## config.mk

```make
export PLATFORM = sky130hd
export DESIGN_NAME = fetch_buffer
export DESIGN_NICKNAME = d
export VERILOG_FILES = /design/src/rtl/fetch_buffer.sv
export SDC_FILE = /design/constraint.sdc
export NUM_CORES = 1
export LEC_CHECK = 0
export CORE_MARGIN = 5
export CORE_UTILIZATION = 45
export DETAILED_ROUTE_END_ITERATION = 8
export PLACE_DENSITY = 0.79
export SYNTH_ARGS = -nofsm -noshare
export SYNTH_HDL_FRONTEND = slang
export SYNTH_SLANG_ARGS = --single-unit
```

## constraint.sdc

```tcl
create_clock -name clk -period 9.9 [get_ports clk]
set_clock_uncertainty 0.2 [all_clocks]
set_input_delay 0.99 -clock clk [delete_from_list [all_inputs] [get_ports clk]]
set_output_delay 0.99 -clock clk [all_outputs]
set_load 0.005 [all_outputs]
```

## src/rtl/fetch_buffer.sv

```systemverilog
// Instruction prefetch buffer: owns the fetch PC, fetches over a valid/ack
// handshake and queues {instr, pc+4} pairs for IF/ID, emitting a NOP when empty.
module fetch_buffer #(
  parameter int          DEPTH    = 4,
  parameter logic [31:0] RESET_PC = 32'h0000_0000
) (
  input  logic        clk,
  input  logic        reset,
  output logic        imem_req,
  output logic [31:0] imem_addr,
  input  logic        imem_ack,
  input  logic [31:0] imem_rdata,
  input  logic        stall,
  input  logic        redirect,
  input  logic [31:0] redirect_pc,
  output logic [31:0] instr_out,
  output logic [31:0] pc4_out,
  output logic        instr_valid
);

  localparam int PTR_W = $clog2(DEPTH);
  localparam logic [PTR_W:0] FULL_CNT = (PTR_W+1)'(DEPTH);

  logic [31:0]      fpc_q, fpc_d;
  logic [PTR_W-1:0] rd_ptr_q, rd_ptr_d;
  logic [PTR_W-1:0] wr_ptr_q, wr_ptr_d;
  logic [PTR_W:0]   count_q, count_d;
  logic [31:0]      instr_mem_q [DEPTH];
  logic [31:0]      pc4_mem_q   [DEPTH];
  logic             push, pop;
  logic             unused_redirect_lsbs;

  assign unused_redirect_lsbs = &{1'b0, redirect_pc[1:0]};

  // Request depends only on registered occupancy plus reset/redirect, never on stall or ack.
  assign imem_req    = !reset && !redirect && (count_q != FULL_CNT);
  assign imem_addr   = fpc_q;
  assign instr_valid = (count_q != '0);
  assign instr_out   = instr_valid ? instr_mem_q[rd_ptr_q] : 32'h0;
  assign pc4_out     = instr_valid ? pc4_mem_q[rd_ptr_q]   : 32'h0;

  assign push = imem_req && imem_ack;
  assign pop  = instr_valid && !stall && !redirect;

  always_comb begin
    fpc_d    = fpc_q;
    rd_ptr_d = rd_ptr_q;
    wr_ptr_d = wr_ptr_q;
    count_d  = count_q;
    if (redirect) begin
      // Flush wins over any ack or pop in the same cycle.
      fpc_d    = {redirect_pc[31:2], 2'b00};
      rd_ptr_d = '0;
      wr_ptr_d = '0;
      count_d  = '0;
    end else begin
      if (push) begin
        fpc_d    = fpc_q + 32'd4;
        wr_ptr_d = wr_ptr_q + PTR_W'(1);
      end
      if (pop) begin
        rd_ptr_d = rd_ptr_q + PTR_W'(1);
      end
      if (push && !pop) begin
        count_d = count_q + (PTR_W+1)'(1);
      end else if (!push && pop) begin
        count_d = count_q - (PTR_W+1)'(1);
      end
    end
  end

  always_ff @(posedge clk) begin
    if (reset) begin
      fpc_q    <= RESET_PC;
      rd_ptr_q <= '0;
      wr_ptr_q <= '0;
      count_q  <= '0;
    end else begin
      fpc_q    <= fpc_d;
      rd_ptr_q <= rd_ptr_d;
      wr_ptr_q <= wr_ptr_d;
      count_q  <= count_d;
    end
  end

  // Storage carries no reset; occupancy alone decides what is visible.
  always_ff @(posedge clk) begin
    if (push) begin
      instr_mem_q[wr_ptr_q] <= imem_rdata;
      pc4_mem_q[wr_ptr_q]   <= fpc_q + 32'd4;
    end
  end

endmodule

```

# After elaboration in Yosys (flattened, before gate mapping)
# Memory sizes are Yosys's and may differ from the RTL's. A register that Yosys moved wholly into a read port is not among the register bits.
# Index checks and enable logic that the tools add are counted.
[totals]
elab_cells = 41
memories = 2
ramBits = 256
out_inout_bits = 98
reg_bits = 39
[mem_list]
columns = ["memory", "words", "width", "rd", "rd_clocked_by_memory_dff", "write_ports", "line", "rtl"]
rows = [
  ["instr_mem_q", 4, 32, 1, 1, 1, "28", "logic [31:0] instr_mem_q [DEPTH];"],
  ["pc4_mem_q", 4, 32, 1, 1, 1, "29", "logic [31:0] pc4_mem_q [DEPTH];"],
]
[op_classes]
eq_ne = 1
reduce_logical = 16
muxes = 12
addsub = 5
[op_table]
columns = ["cell", "n"]
rows = [
  ["32-bit two-way mux", 4],
  ["32-bit by 3-bit adder with 32-bit output, second input constant", 1],
  ["2-bit two-way mux", 4],
  ["1-bit logical AND", 7],
  ["3-bit two-way mux", 2],
  ["1-bit logical NOT", 5],
  ["2-bit by 1-bit adder with 2-bit output, second input constant", 2],
  ["2-bit nonzero test", 2],
  ["3-bit by 1-bit adder with 3-bit output, second input constant", 1],
  ["3-bit != test, second input constant", 1],
  ["3-bit nonzero test", 1],
  ["3-bit by 1-bit subtractor with 3-bit output, second input constant", 1],
  ["1-bit two-way mux", 2],
  ["2-bit OR reduction", 1],
]

# Longest topological paths before layout
# Gate-level depths: netlist of run 1.
[logic_depth]
ltp_word = 8
mapped_depth = 10
mapped_depth_nobuf = 9

# Worst setup path after synthesis of run 1
# Ideal clock, no wire load.
[synth_timing]
path_type = "input -> register"
start = "input port redirect"
end = "memory instr_mem_q[0][0], enable pin"
path_stages = 5
n_path_buf = 1
setup_time_ps = 427
slack_ps = 6200
arrival_ps = 3073
cell_sequence = "clkbuf_1 -> nor2_1 -> nand3_1 -> clkinv_1 -> and2_1"
[synth_between]
elab_chain_len = 6
[synth_lines]
columns = ["element", "line", "rtl"]
rows = [
  ["from (decl)", "14", "input logic redirect,"],
  ["1-bit logical NOT", "36", "assign imem_req = !reset && !redirect && (count_q != FULL_CNT);"],
  ["1-bit logical AND (2 in series)", "36", ""],
  ["1-bit logical AND", "42", "assign push = imem_req && imem_ack;"],
  ["net push", "30", "logic push, pop;"],
  ["1-bit two-way mux", "88", "if (push) begin"],
  ["1-bit two-way mux (implied by the code)", "89", "instr_mem_q[wr_ptr_q] <= imem_rdata;"],
  ["to (decl)", "28", ""],
]
# The timed path passes the listed nets, and every way through them passes these cells.

==> metrics, run 1 <==
WL per Instance=between 20 and 25 um; Vias=7138; # Max-Cap Violations=0; Nets=~980; GRT Util Overall=between 15 and 20%; vias in the first global route=7309; DRT antenna net count=0; outcome=finished clean; H-tree levels=1; peak supply drop=0.116 mV; Synth async-reset ratio=0%; CTS tree=built; worst path cell trace=buf_4, mux4_2, and2_1, clkdlybuf4s50_1; final total power=between 2 and 3 mW; unrepaired setup endpoints after global routing=no; first-pass GRT wire length=between 40 and 50 mm; die width=around 170 um; Layout area overhead=23.4%; drt drc=0; Pleak=roughly 4.8 nW; Post-Syn Area=approximately 12000 um^2; switching power share of the total=between 20% and 30%; crit-path max FO=45; Seq pwr share=between 50 and 60%; max frequency=approximately 0.22 GHz; layout cells sized above 1=12.9%; Critical Path Start Type=flop; Clock Sinks=around 290; top cell type's share of synthesized area=approximately 60%; Yosys cell types=47; CTS resizes=0; post-layout util=a little under three fifths; largest cells by area after synthesis=edfxtp_1, mux4_2, dfxtp_1, and2_1, xor2_1; Slew Limit Fails=0; DRT Pass-1 Iters=5; Die Y=approximately 170 um; WP data required=roughly 8700 ps; clock power share=approximately two fifths; DP HPWL=around 16 mm; # port buffers=between 150 and 200; full die area=30300 um^2; Crit. End Element=output pin; gpl congestion=approximately 0.84; Hold Crit Class=flop to flop; Synth Register Bits=between 200 and 300; setup TNS=0 ps; GRT overflow=0; WP data arrival=between 3000 and 4000 ps; Synth Flop Type=edfxtp_1; measured slew at the worst slew-check pin=~1000 ps; CTS clk-pin slew, worst paths=around 60 ps; Detailed Route Iter0 Violations=437; row count=60; Post-CTS Setup Inserts=0; Design Area, Final=approximately 15000 um^2; Initial Util=45.3%; via density per instance=between 5 and 6; largest net degree at the start of global routing=63; Crit path largest cell delay=roughly 800 ps; initial antenna violation count=0; slowest stage cell, crit path=buf_4; Worst slew margin=a little under a third; syn_area_per_cell=between 15 and 20 um^2; NetSw=~0.54 mW; Post-CTS Hold Buffers=0; register area share after synthesis=68.0%; PD cells=~180 nW/um^2; final cycle utilization of the critical path=between 40% and 50%; TritonCTS buffer count=29; antenna diode instance count=0; min cycle time layout=4470 ps; Cells after Synth=757; final hold vios=0; internal power=~2.1 mW; setup violators final=0; Clock Latency Late Sink=approximately 540 ps; I/O pin cnt=roughly 170; synth warn=0; Core Region=26700 um^2; Gate power share=between 6 and 7%; placed cell area=14000 um^2; Post-synth EDFFs=roughly 250; aggregate routed wire length=27.2 mm; clk root buf=clkbuf_16; leading area contributor after synthesis=edfxtp_1; CP Class=flop to output pin; Clock Path Buffers=3
==> cells in the mapped netlist, types with 9 or more instances <==
| cell type | number |
|---|---|
| or4_1 | 9 |
| nor2_1 | 42 |
| inv_1 | 13 |
| and2_1 | 71 |
| xnor2_1 | 15 |
| dfxtp_1 | 39 |
| nand3_1 | 18 |
| mux4_2 | 62 |
| nand2_1 | 28 |
| edfxtp_1 | 248 |
| a211oi_1 | 10 |
| xor2_1 | 25 |
| buf_2 | 9 |
| nand4_1 | 19 |
| clkbuf_1 | 41 |
| a311oi_1 | 12 |
==> sequential cells by signal, indices dropped and copies added, names as in the netlist, named ones only <==
signal and flops:
count_q 3, rd_ptr_q 2, instr_mem_q 128, wr_ptr_q 2
pc4_mem_q 120, imem_addr 30
==> cell type report <==
class                   count  area [um^2]
well taps                 341          427
clock buffers              40          797
inverters                  15         56.3
repair buffers            166         1650
flip-flops and latches    287         8240
clock inverters            14          170
multi-input cells         400         3590
fillers                  2122        11800
==> cell families after synthesis <==
logic type,Yosys count,synth area share (%)
xor+xnor,40,2.90
flops,287,68.0
fa+ha+maj,7,0.786
simple gates,226,10.3
buf+inv,73,2.49
compound gates,60,3.86
mux,63,11.6
other cells,1,0.0310
==> cells in the final DEF, fill, tap and decap left out, drive strengths merged, types with 6 or more instances in the layout <==
| master | synthesis | final |
|---|---|---|
| xnor2 | 15 | 15 |
| or3 | 8 | 8 |
| or4 | 9 | 9 |
| ha | 6 | 6 |
| a211oi | 10 | 10 |
| nor2 | 42 | 42 |
| nand4 | 19 | 19 |
| and2 | 71 | 71 |
| nor3 | 7 | 7 |
| nand2 | 28 | 28 |
| inv | 13 | 14 |
| clkdlybuf4s50 | 0 | 160 |
| o31ai | 8 | 8 |
| a311oi | 12 | 12 |
| buf | 16 | 6 |
| and4 | 6 | 6 |
| clkbuf | 42 | 40 |
| edfxtp | 248 | 248 |
| nor4 | 7 | 7 |
| o21ai | 6 | 6 |
| xor2 | 25 | 25 |
| nand3 | 18 | 18 |
| clkinv | 2 | 10 |
| mux4 | 62 | 62 |
| dfxtp | 39 | 39 |
==> power groups by stage <==
stage          Sequential [mW]  Clock [mW]  Combinational, mW
3_3_place_gp              1.38           0              0.172
3_5_place_dp              1.38           0              0.175
5_1_grt                   1.36        1.18              0.189
4_1_cts                   1.36        1.13              0.176
6_report                  1.36        1.10              0.174
2_1_floorplan             1.38           0             0.0778
==> per-layer routing <==
layer	vias up	GRT usage (%)	wire (um)	part of all wire [%]
met5	-	0	0	0
met4	0	4.16	477	1.8
met3	44	4.02	2370	8.7
met2	311	29.1	13100	48
met1	3557	24.0	11300	41
li1	3226	-	-	-
==> metrics by stage <==
stage | worst slack, ps | hold WS, ps | cells
3_3_place_gp | 5940 | 276 | 1209
6_report | 5430 | 298 | 1263
4_1_cts | 5310 | 297 | 1263
5_1_grt | 5170 | 329 | 1263
2_1_floorplan | 6200 | 262 | 760
3_5_place_dp | 5900 | 287 | 1209
==> path summary, 6_finish.rpt <==
check | from | to | slack [ps] | cells past startpoint
worst max register to register | count_q[0] | count_q[2] | 6700 | 9
worst min register to register | count_q[2] | count_q[2] | 300 | 2
worst min-delay path | count_q[2] | count_q[2] | 300 | 2
worst max-delay path | flop | pc4_out[31] | 5430 | 4
==> worst max-delay path, delay by kind of cell (launching register included) <==
| kind | cells | cell delay [ps] |
|---|---|---|
| buf+inv | 2 | 1220 |
| mux | 1 | 630 |
| flops | 1 | 610 |
| simple gates | 1 | 170 |
(Power assumes the default switching activity.)
==> run 2, diff against run 1 <==
- PLACE_DENSITY: 0.79 -> 0.81
- clock period: 9.9 -> 3.8 ns (I/O delays scaled with it)
==> run 2 against run 1 <==
Against the previous run:
- non-clock buffer count grew 16
- cell count grew 1.1%
- clock power grew 140%
- register-to-register slack lost 5700 ps
- core utilization grew 0.58 points
- worst setup slack lost 4900 ps
==> metrics, run 2 (synthesis gave the netlist of run 1 again) <==
die width=174 um (unchanged); worst path cell trace=buf_4, mux4_2, and2_1, clkdlybuf4s50_1; Slew Limit Fails=0 (unchanged); WP data arrival=2670 ps (-610 ps); non-filler cells, final=1277 (+1.1%); # port buffers=160 (unchanged); Crit. End Element=output pin; TritonCTS buffer count=29 (unchanged); Setup WS pre-CTS=870 ps (-5030 ps); clk root buf=clkbuf_16; PD cells=441 nW/um^2 (+150%); CTS resizes=0 (unchanged); commonest cells after routing, fill and taps aside=edfxtp_1, clkdlybuf4s50_1, and2_1; Clock Latency Late Sink=540 ps (about the same); vias in the first global route=7372 (+0.86%); min cycle time layout=about 3300 ps; via density per instance=5.67 (+0.28%); measured slew at the worst slew-check pin=773 ps (-268 ps); Worst slew margin=48.0% (+17 points); Hold Crit Class=input port to flop; Initial Util=45.3% (unchanged); WP data required=3220 ps (-5490 ps); NetSw=1.37 mW (+150%); Pleak=4.84 nW (+1.7%); internal power=5.28 mW (+150%); GRT Util Overall=17.5% (-0.12 points); H-tree levels=1 (unchanged); Fin Hold WS=221 ps (-77.2 ps); Post-CTS Setup Inserts=0 (unchanged); setup TNS=0 ps (unchanged); layout cells sized above 1=14.3% (+1.4 points); Crit path largest cell delay=550 ps (-230 ps); Layout area overhead=24.6%; R2R Path Start=count_q[0]; commonest non-fill, non-tap cell in the layout=edfxtp_1; unrepaired setup endpoints after global routing=no; slowest stage cell, crit path=mux4_2; I/O pin cnt=167 (unchanged); Die Y=174 um (unchanged); gpl congestion=0.897 (+6.9%); initial antenna violation count=0 (unchanged); aggregate routed wire length=27.4 mm (+0.63%); Worst Slack Setup Final=548 ps (-4890 ps); CP Class=flop to output pin; switching power share of the total=20.6% (+0.14 points); Core Region=26700 um^2 (unchanged); first-pass GRT wire length=41.8 mm (-0.69%); final cycle utilization of the critical path=a little under nine tenths; Critical Path Start Type=flop; CP top delay family=buffers and inverters; setup violators final=0 (unchanged); Worst Hold Launch=redirect_pc[7]; Nets=991 (+1.6%); Most flops, register=instr_mem_q; full die area=30300 um^2 (unchanged); CTS tree=built; Placed Cells incl. Taps=1225 (+1.3%); row count=60 (unchanged); max frequency=between 0.3 and 0.4 GHz; DP HPWL=17.8 mm (+10%); Clock Path Buffers=3 (unchanged); clock power share=39.7% (-2.2 points); Vias=7237 (+1.4%); max reg flops=128 (unchanged); Seq pwr share=53.3% (+1.8 points); GRT overflow=0 (unchanged); largest net degree at the start of global routing=53 (-16%); outcome=finished clean; post-layout util=56.4% (+0.58 points); Gate power share=7.1% (+0.5 points); antenna diode instance count=0 (unchanged); DRT Pass-1 Iters=5 (unchanged); CTS clk-pin slew, worst paths=60 ps (about the same); Detailed Route Iter0 Violations=661 (+51%); DRT antenna net count=0 (unchanged); final hold vios=0 (unchanged); Clock Sinks=287 (unchanged); Post-CTS Hold Buffers=0 (unchanged); WL per Instance=21.4 um (-0.47%); # Max-Cap Violations=0 (unchanged); drt drc=0 (unchanged); peak supply drop=0.324 mV (+180%); crit-path max FO=18 (-60%); Worst Path Buf+Inv=2 (unchanged)
==> run 2: metrics by stage <==
stage,total power [mW],area [um^2]
after floorplan,3.79,12100
after global placement,4.06,14200
after detailed placement,4.08,14200
after CTS,6.71,15100
after global routing,6.88,15100
final,6.65,15100
==> run 2: final cells by class <==
cell class / instances / area [um^2]
Sequential cell: 287 / 8240
Clock buffer: 39 / 803
Timing Repair Buffer: 182 / 1880
Tap cell: 341 / 427
Clock inverter: 13 / 86.3
Fill cell: 2048 / 11700
Inverter: 15 / 56.3
Multi-Input combinational cell: 400 / 3590
==> run 2: path summary, 6_finish.rpt <==
path,slack (ps),end,depth (start not counted)
max,550,pc4_out[16],4
min,220,imem_addr[7],3
max reg2reg,980,count_q[2],9
min reg2reg,310,wr_ptr_q[1],2
==> run 2: worst min-delay path: stages <==
cell             delay (ps)
clkdlybuf4s50_1         390
nor2_1                   80
a211oi_1                 50
==> run 2: power groups by stage <==
stage	Sequential (mW)	Clock, mW	Combinational, mW
2_1_floorplan	3.59	0	0.203
3_3_place_gp	3.60	0	0.462
3_5_place_dp	3.61	0	0.472
4_1_cts	3.54	2.69	0.475
5_1_grt	3.54	2.83	0.507
6_report	3.54	2.64	0.470
==> run 2: routing by layer <==
layer / part of all wire (%) / global-route usage [%]
met5: 0 / 0
met3: 7.5 / 3.35
met1: 42 / 24.1
met4: 2.1 / 4.35
met2: 49 / 29.1
